## src/rtl/sprite_ram_loader.sv

```systemverilog
// sprite_ram_loader: turns a sync/header/packed-RGB byte stream into sprite RAM writes.
// Optional SPRITE_LOADER_CLEAR_EN: fill all 4096 locations with CLEAR_VALUE before the pixels.
module sprite_ram_loader (
    input  logic        clk,
    input  logic        resetN,
    input  logic [7:0]  in_data,
    input  logic        in_valid,
    output logic        in_ready,
    output logic        wr_en,
    output logic [11:0] wr_addr,
    output logic [11:0] wr_data,
    output logic        busy,
    output logic        done,
    output logic        error
);
    localparam logic [7:0]  SYNC_BYTE   = 8'hA5;
    localparam logic [11:0] CLEAR_VALUE = 12'hFFF;

`ifdef SPRITE_LOADER_CLEAR_EN
    typedef enum logic [2:0] {IDLE, HDR_W, HDR_H, CLEAR, PIX0, PIX1, PIX2} state_t;
    logic [11:0] clr, clr_n;
`else
    typedef enum logic [2:0] {IDLE, HDR_W, HDR_H, PIX0, PIX1, PIX2} state_t;
`endif

    state_t      state, state_n;
    logic [5:0]  wm1, wm1_n, hm1, hm1_n, x, x_n, y, y_n, x_inc, y_inc;
    logic [7:0]  hold, hold_n;
    logic        odd, odd_n, in_ready_n, wr_en_n, busy_n, done_n, error_n;
    logic [11:0] wr_addr_n, wr_data_n;
    logic        acc, wrap, last, hdr_bad;

    assign acc     = in_valid && in_ready;
    assign wrap    = x == wm1;
    assign last    = wrap && y == hm1;
    assign hdr_bad = |in_data[7:6];
    assign x_inc   = wrap ? 6'd0 : x + 6'd1;
    assign y_inc   = wrap ? y + 6'd1 : y;

    always_ff @(posedge clk or negedge resetN) begin
        if (!resetN) begin
            state    <= IDLE;
            wm1      <= '0;
            hm1      <= '0;
            x        <= '0;
            y        <= '0;
            hold     <= '0;
            odd      <= 1'b0;
            in_ready <= 1'b0;
            wr_en    <= 1'b0;
            wr_addr  <= '0;
            wr_data  <= '0;
            busy     <= 1'b0;
            done     <= 1'b0;
            error    <= 1'b0;
`ifdef SPRITE_LOADER_CLEAR_EN
            clr      <= '0;
`endif
        end else begin
            state    <= state_n;
            wm1      <= wm1_n;
            hm1      <= hm1_n;
            x        <= x_n;
            y        <= y_n;
            hold     <= hold_n;
            odd      <= odd_n;
            in_ready <= in_ready_n;
            wr_en    <= wr_en_n;
            wr_addr  <= wr_addr_n;
            wr_data  <= wr_data_n;
            busy     <= busy_n;
            done     <= done_n;
            error    <= error_n;
`ifdef SPRITE_LOADER_CLEAR_EN
            clr      <= clr_n;
`endif
        end
    end

    always_comb begin
        state_n   = state;
        wm1_n     = wm1;
        hm1_n     = hm1;
        x_n       = x;
        y_n       = y;
        hold_n    = hold;
        odd_n     = odd;
        wr_en_n   = 1'b0;
        wr_addr_n = wr_addr;
        wr_data_n = wr_data;
        busy_n    = busy;
        done_n    = 1'b0;
        error_n   = 1'b0;
`ifdef SPRITE_LOADER_CLEAR_EN
        clr_n     = clr;
`endif
        case (state)
            IDLE: if (acc && in_data == SYNC_BYTE) begin
                state_n = HDR_W;
                busy_n  = 1'b1;
                x_n     = '0;
                y_n     = '0;
                odd_n   = 1'b0;
            end
            HDR_W: if (acc) begin
                wm1_n   = in_data[5:0];
                state_n = hdr_bad ? IDLE : HDR_H;
                error_n = hdr_bad;
                busy_n  = !hdr_bad;
            end
            HDR_H: if (acc) begin
                hm1_n   = in_data[5:0];
                error_n = hdr_bad;
                busy_n  = !hdr_bad;
`ifdef SPRITE_LOADER_CLEAR_EN
                state_n = hdr_bad ? IDLE : CLEAR;
                clr_n   = '0;
`else
                state_n = hdr_bad ? IDLE : PIX0;
`endif
            end
`ifdef SPRITE_LOADER_CLEAR_EN
            CLEAR: begin
                wr_en_n   = 1'b1;
                wr_addr_n = clr;
                wr_data_n = CLEAR_VALUE;
                clr_n     = clr + 12'd1;
                state_n   = &clr ? PIX0 : CLEAR;
            end
`endif
            PIX0: if (acc) begin
                hold_n  = in_data;
                state_n = PIX1;
            end
            PIX1: if (acc) begin
                wr_en_n   = 1'b1;
                wr_addr_n = {y, x};
                wr_data_n = {hold, in_data[7:4]};
                hold_n    = {4'h0, in_data[3:0]};
                x_n       = x_inc;
                y_n       = y_inc;
                odd_n     = last;
                state_n   = PIX2;
            end
            PIX2: if (acc) begin
                if (!odd) begin
                    wr_en_n   = 1'b1;
                    wr_addr_n = {y, x};
                    wr_data_n = {hold[3:0], in_data};
                    x_n       = x_inc;
                    y_n       = y_inc;
                end
                done_n  = odd || last;
                busy_n  = !(odd || last);
                state_n = (odd || last) ? IDLE : PIX0;
            end
            default: state_n = IDLE;
        endcase
    end

    // hold in_ready low until the last clear write has left the register
`ifdef SPRITE_LOADER_CLEAR_EN
    assign in_ready_n = state_n != CLEAR && state != CLEAR;
`else
    assign in_ready_n = 1'b1;
`endif
endmodule

```

## config.mk

```make
export PLATFORM = sky130hd
export DESIGN_NAME = sprite_ram_loader
export DESIGN_NICKNAME = d
export VERILOG_FILES = /design/src/rtl/sprite_ram_loader.sv
export SDC_FILE = /design/constraint.sdc
export NUM_CORES = 1
export LEC_CHECK = 0
export ABC_AREA = 1
export BUFFER_PORTS_ARGS = -buffer_cell sky130_fd_sc_hd__buf_2
export CELL_PAD_IN_SITES_DETAIL_PLACEMENT = 1
export CELL_PAD_IN_SITES_GLOBAL_PLACEMENT = 1
export CORE_UTILIZATION = 43
export DETAILED_ROUTE_END_ITERATION = 10
export GPL_ROUTABILITY_DRIVEN = 0
export GPL_TIMING_DRIVEN = 0
export PLACE_DENSITY = 0.84
export SLEW_MARGIN = 30
export SYNTH_ARGS = -nofsm -noshare
export SYNTH_HDL_FRONTEND = slang
export SYNTH_SLANG_ARGS = --single-unit
```

## constraint.sdc

```tcl
create_clock -name clk -period 2 [get_ports clk]
set_input_delay 0.4 -clock clk [delete_from_list [all_inputs] [get_ports clk]]
set_output_delay 0.4 -clock clk [all_outputs]
set_load 0.02 [all_outputs]
```

==> metrics <==
Buffers on Ports=39; DRT Wirelength=8600 microns; cell internal pwr=2.94 mW; post-synth top area share=0.513; Mapped Nets=403; Max-cap violations=0; Fill cells=877; Mean Syn Cell Area=8.13 sq um; final net count=455; Synth area leaders=dfrtp_1 (51%), nand2_1 (15%), o21ai_0 (5.4%); Setup Crit Path Kind=flip-flop to flip-flop; Die Y=87.9 microns; # IOs=40; Starting Density=0.457; Tightest Pin Transition=532 ps; count leader, synth=nand2_1; row cnt=30; Post-DRT Antenna Nets=0; Mapped Cells=390; Post-DP HPWL=6160 microns; Yosys top cell by area=dfrtp_1; Slew Limit Fails=0; Seq/Total Area, Yosys=0.513; dpl cell area=3510 sq um; CTS tree=built; layout cells sized above 1=0.219; CTS Root Cell=clkbuf_8; Die X=87.9 microns; first-pass GRT wire length=14400 microns; Cell Area, Synth=3170 sq um; crit end category=flip-flop; Cell Count, Final, Fillers Out=543; Post-synth EDFFs=0; setup slack after placement=128 ps; Leak Pwr=1.84 nW; GRT Util Overall=0.252; Final Setup Violations=0; Max-slew headroom=0.646; vias in the first global route=2957; clock share of power=0.231; Sink Count=65; Remaining DRCs=0; Clock Skew=13.0 ps; Async SR Flop Fraction=1.00; synthesis-to-layout area growth=17.2%; Fin Hold WS=332 ps; synthesized flop and latch total=65; cell count of the worst hold path=3; RSZ-0062 raised after global routing=false; Achievable Freq=583 MHz; dpl cells=526; part of the power in combinational logic=0.359; number of antenna cells inserted=0; initial antenna violation count=0; largest net degree at the start of global routing=40; worst path required time=2250 ps; vias per inst=5.14; Clock Pin Slew Worst Setup and Hold Paths=80 ps; Switch Pwr=2.03 mW; post-CTS setup buffer count=0; Netlist cell types=29; Critical Path AT=1970 ps; worst-skew pair later-pin latency=360 ps; Die Area=7720 sq um; CP Max Fanout=10; Min-Delay Path Class=input port to flip-flop; VDD IR max=0.689 mV; crit share post-route=0.858; Post-synth top cells=nand2_1 (126), dfrtp_1 (65), inv_1 (35); worst r2r path cells=12; Tmin final=1720 ps; CORE AREA=6940 sq um; CP Launch Type=flip-flop; Final Hold Fails=0; Final WS setup=284 ps; status=finished, final reports clean; Fin Setup TNS=0 ps; via count=2792; Syn. warnings=0; final instance area=3710 sq um; Bufs on Longest Clock Path=2; CTS H-tree lvls=3; Reg2Reg Setup Slack=280 ps; Iter 0 DRT Violations=132; Pwr per Cell Area=1340 nW/um^2; register share of total power=0.410; cts bufs inserted=9; Most used DFF post-synth=dfrtp_1; Switching Share=0.409; Detailed Routing Iterations Pass 1=4; gr ovfl total=0; WL/cell=15.8 microns
cells by family after synthesis:
logic type	Yosys count	share of synthesized area
AOI/OAI and AO/OA	66	0.124
xor gates and xnor gates	3	0.00829
adders and majority gates	2	0.00789
buffers and inverters	55	0.0730
DFF	65	0.513
other	1	0.00118
and+or+nand+nor	198	0.273
registers in the layout (all words and copies together) (netlist names):
register / flops
wr_en: 1
error: 1
wr_data: 12
odd: 1
y: 6
busy: 1
in_ready: 1
wr_addr: 12
state: 3
wm1: 6
hm1: 6
done: 1
x: 6
hold: 8
worst max-delay path, cell delays in order, from the launching register on:
cell and delay (ps):
dfrtp_1 450, inv_2 80, nand2_1 60, nand2_1 50, nor2_1 100, nand2_1 60
nor2_1 160, inv_1 140, nand2_1 140, nand2_4 90, buf_6 170, nand2_2 60
o21ai_2 50
metal layers:
layer	share of wire	global-route usage
met5	0	0
met4	0.027	0.0984
met3	0.041	0.0660
met2	0.47	0.410
met1	0.46	0.321
through the flow:
| stage | total power, mW | util |
|---|---|---|
| 6_report | 4.97 | 0.535 |
| 5_1_grt | 5.34 | 0.535 |
| 4_1_cts | 5.00 | 0.535 |
| 3_5_place_dp | 3.82 | 0.505 |
| 3_3_place_gp | 3.71 | 0.502 |
| 2_1_floorplan | 3.25 | - |
power by group through the flow:
stage                     Combinational, mW  Sequential (mW)  Clock [mW]
final                                  1.78             2.04        1.15
after global routing                   2.02             2.10        1.22
after CTS                              1.80             2.04        1.16
after detailed placement               1.76             2.06           0
after global placement                 1.67             2.04           0
after floorplan                        1.07             2.18           0
layout by cell type, fill, tap and decap left out, types with 3 or more instances in the layout:
cell,netlist,routed
nand2_4,3,3
nand2_2,5,5
o31ai_1,3,3
nand4_1,6,6
xnor2_1,3,3
nor2_4,3,3
inv_2,8,8
nor2_1,31,31
a31oi_1,12,12
o21ai_0,34,34
nor2_2,4,4
or2_2,3,3
nand3_1,14,14
clkbuf_8,0,10
buf_2,5,43
clkbuf_1,4,5
o21ai_2,7,7
nand2_1,126,126
o21ai_1,6,6
inv_1,35,35
dfrtp_1,65,65
worst paths after layout:
path | from | endpoint
setup / recovery | x[4] | y[2]
hold / removal | in_data[3] | wr_data[3]
setup reg to reg | x[4] | y[2]
hold reg to reg | wr_addr[4] | wr_addr[4]
max in group asynchronous | resetN | hm1[1]
min in group asynchronous | resetN | wm1[2]
area by class of cell:
type	count	area, sq um	area share
Buffer	12	70.1	0.0189
Clock buffer	11	141	0.0381
Clock inverter	5	55.1	0.0148
Inverter	43	161	0.0434
Multi-Input combinational cell	270	1310	0.353
Sequential cell	65	1630	0.438
Tap cell	96	120	0.0323
Timing Repair Buffer	41	228	0.0613
timing repair:
action	CTS	global route
resized for setup	0	0
endpoints found under the hold margin	26	0
hold buffers	1	0
No activity file was read; power rests on OpenSTA's default activity.
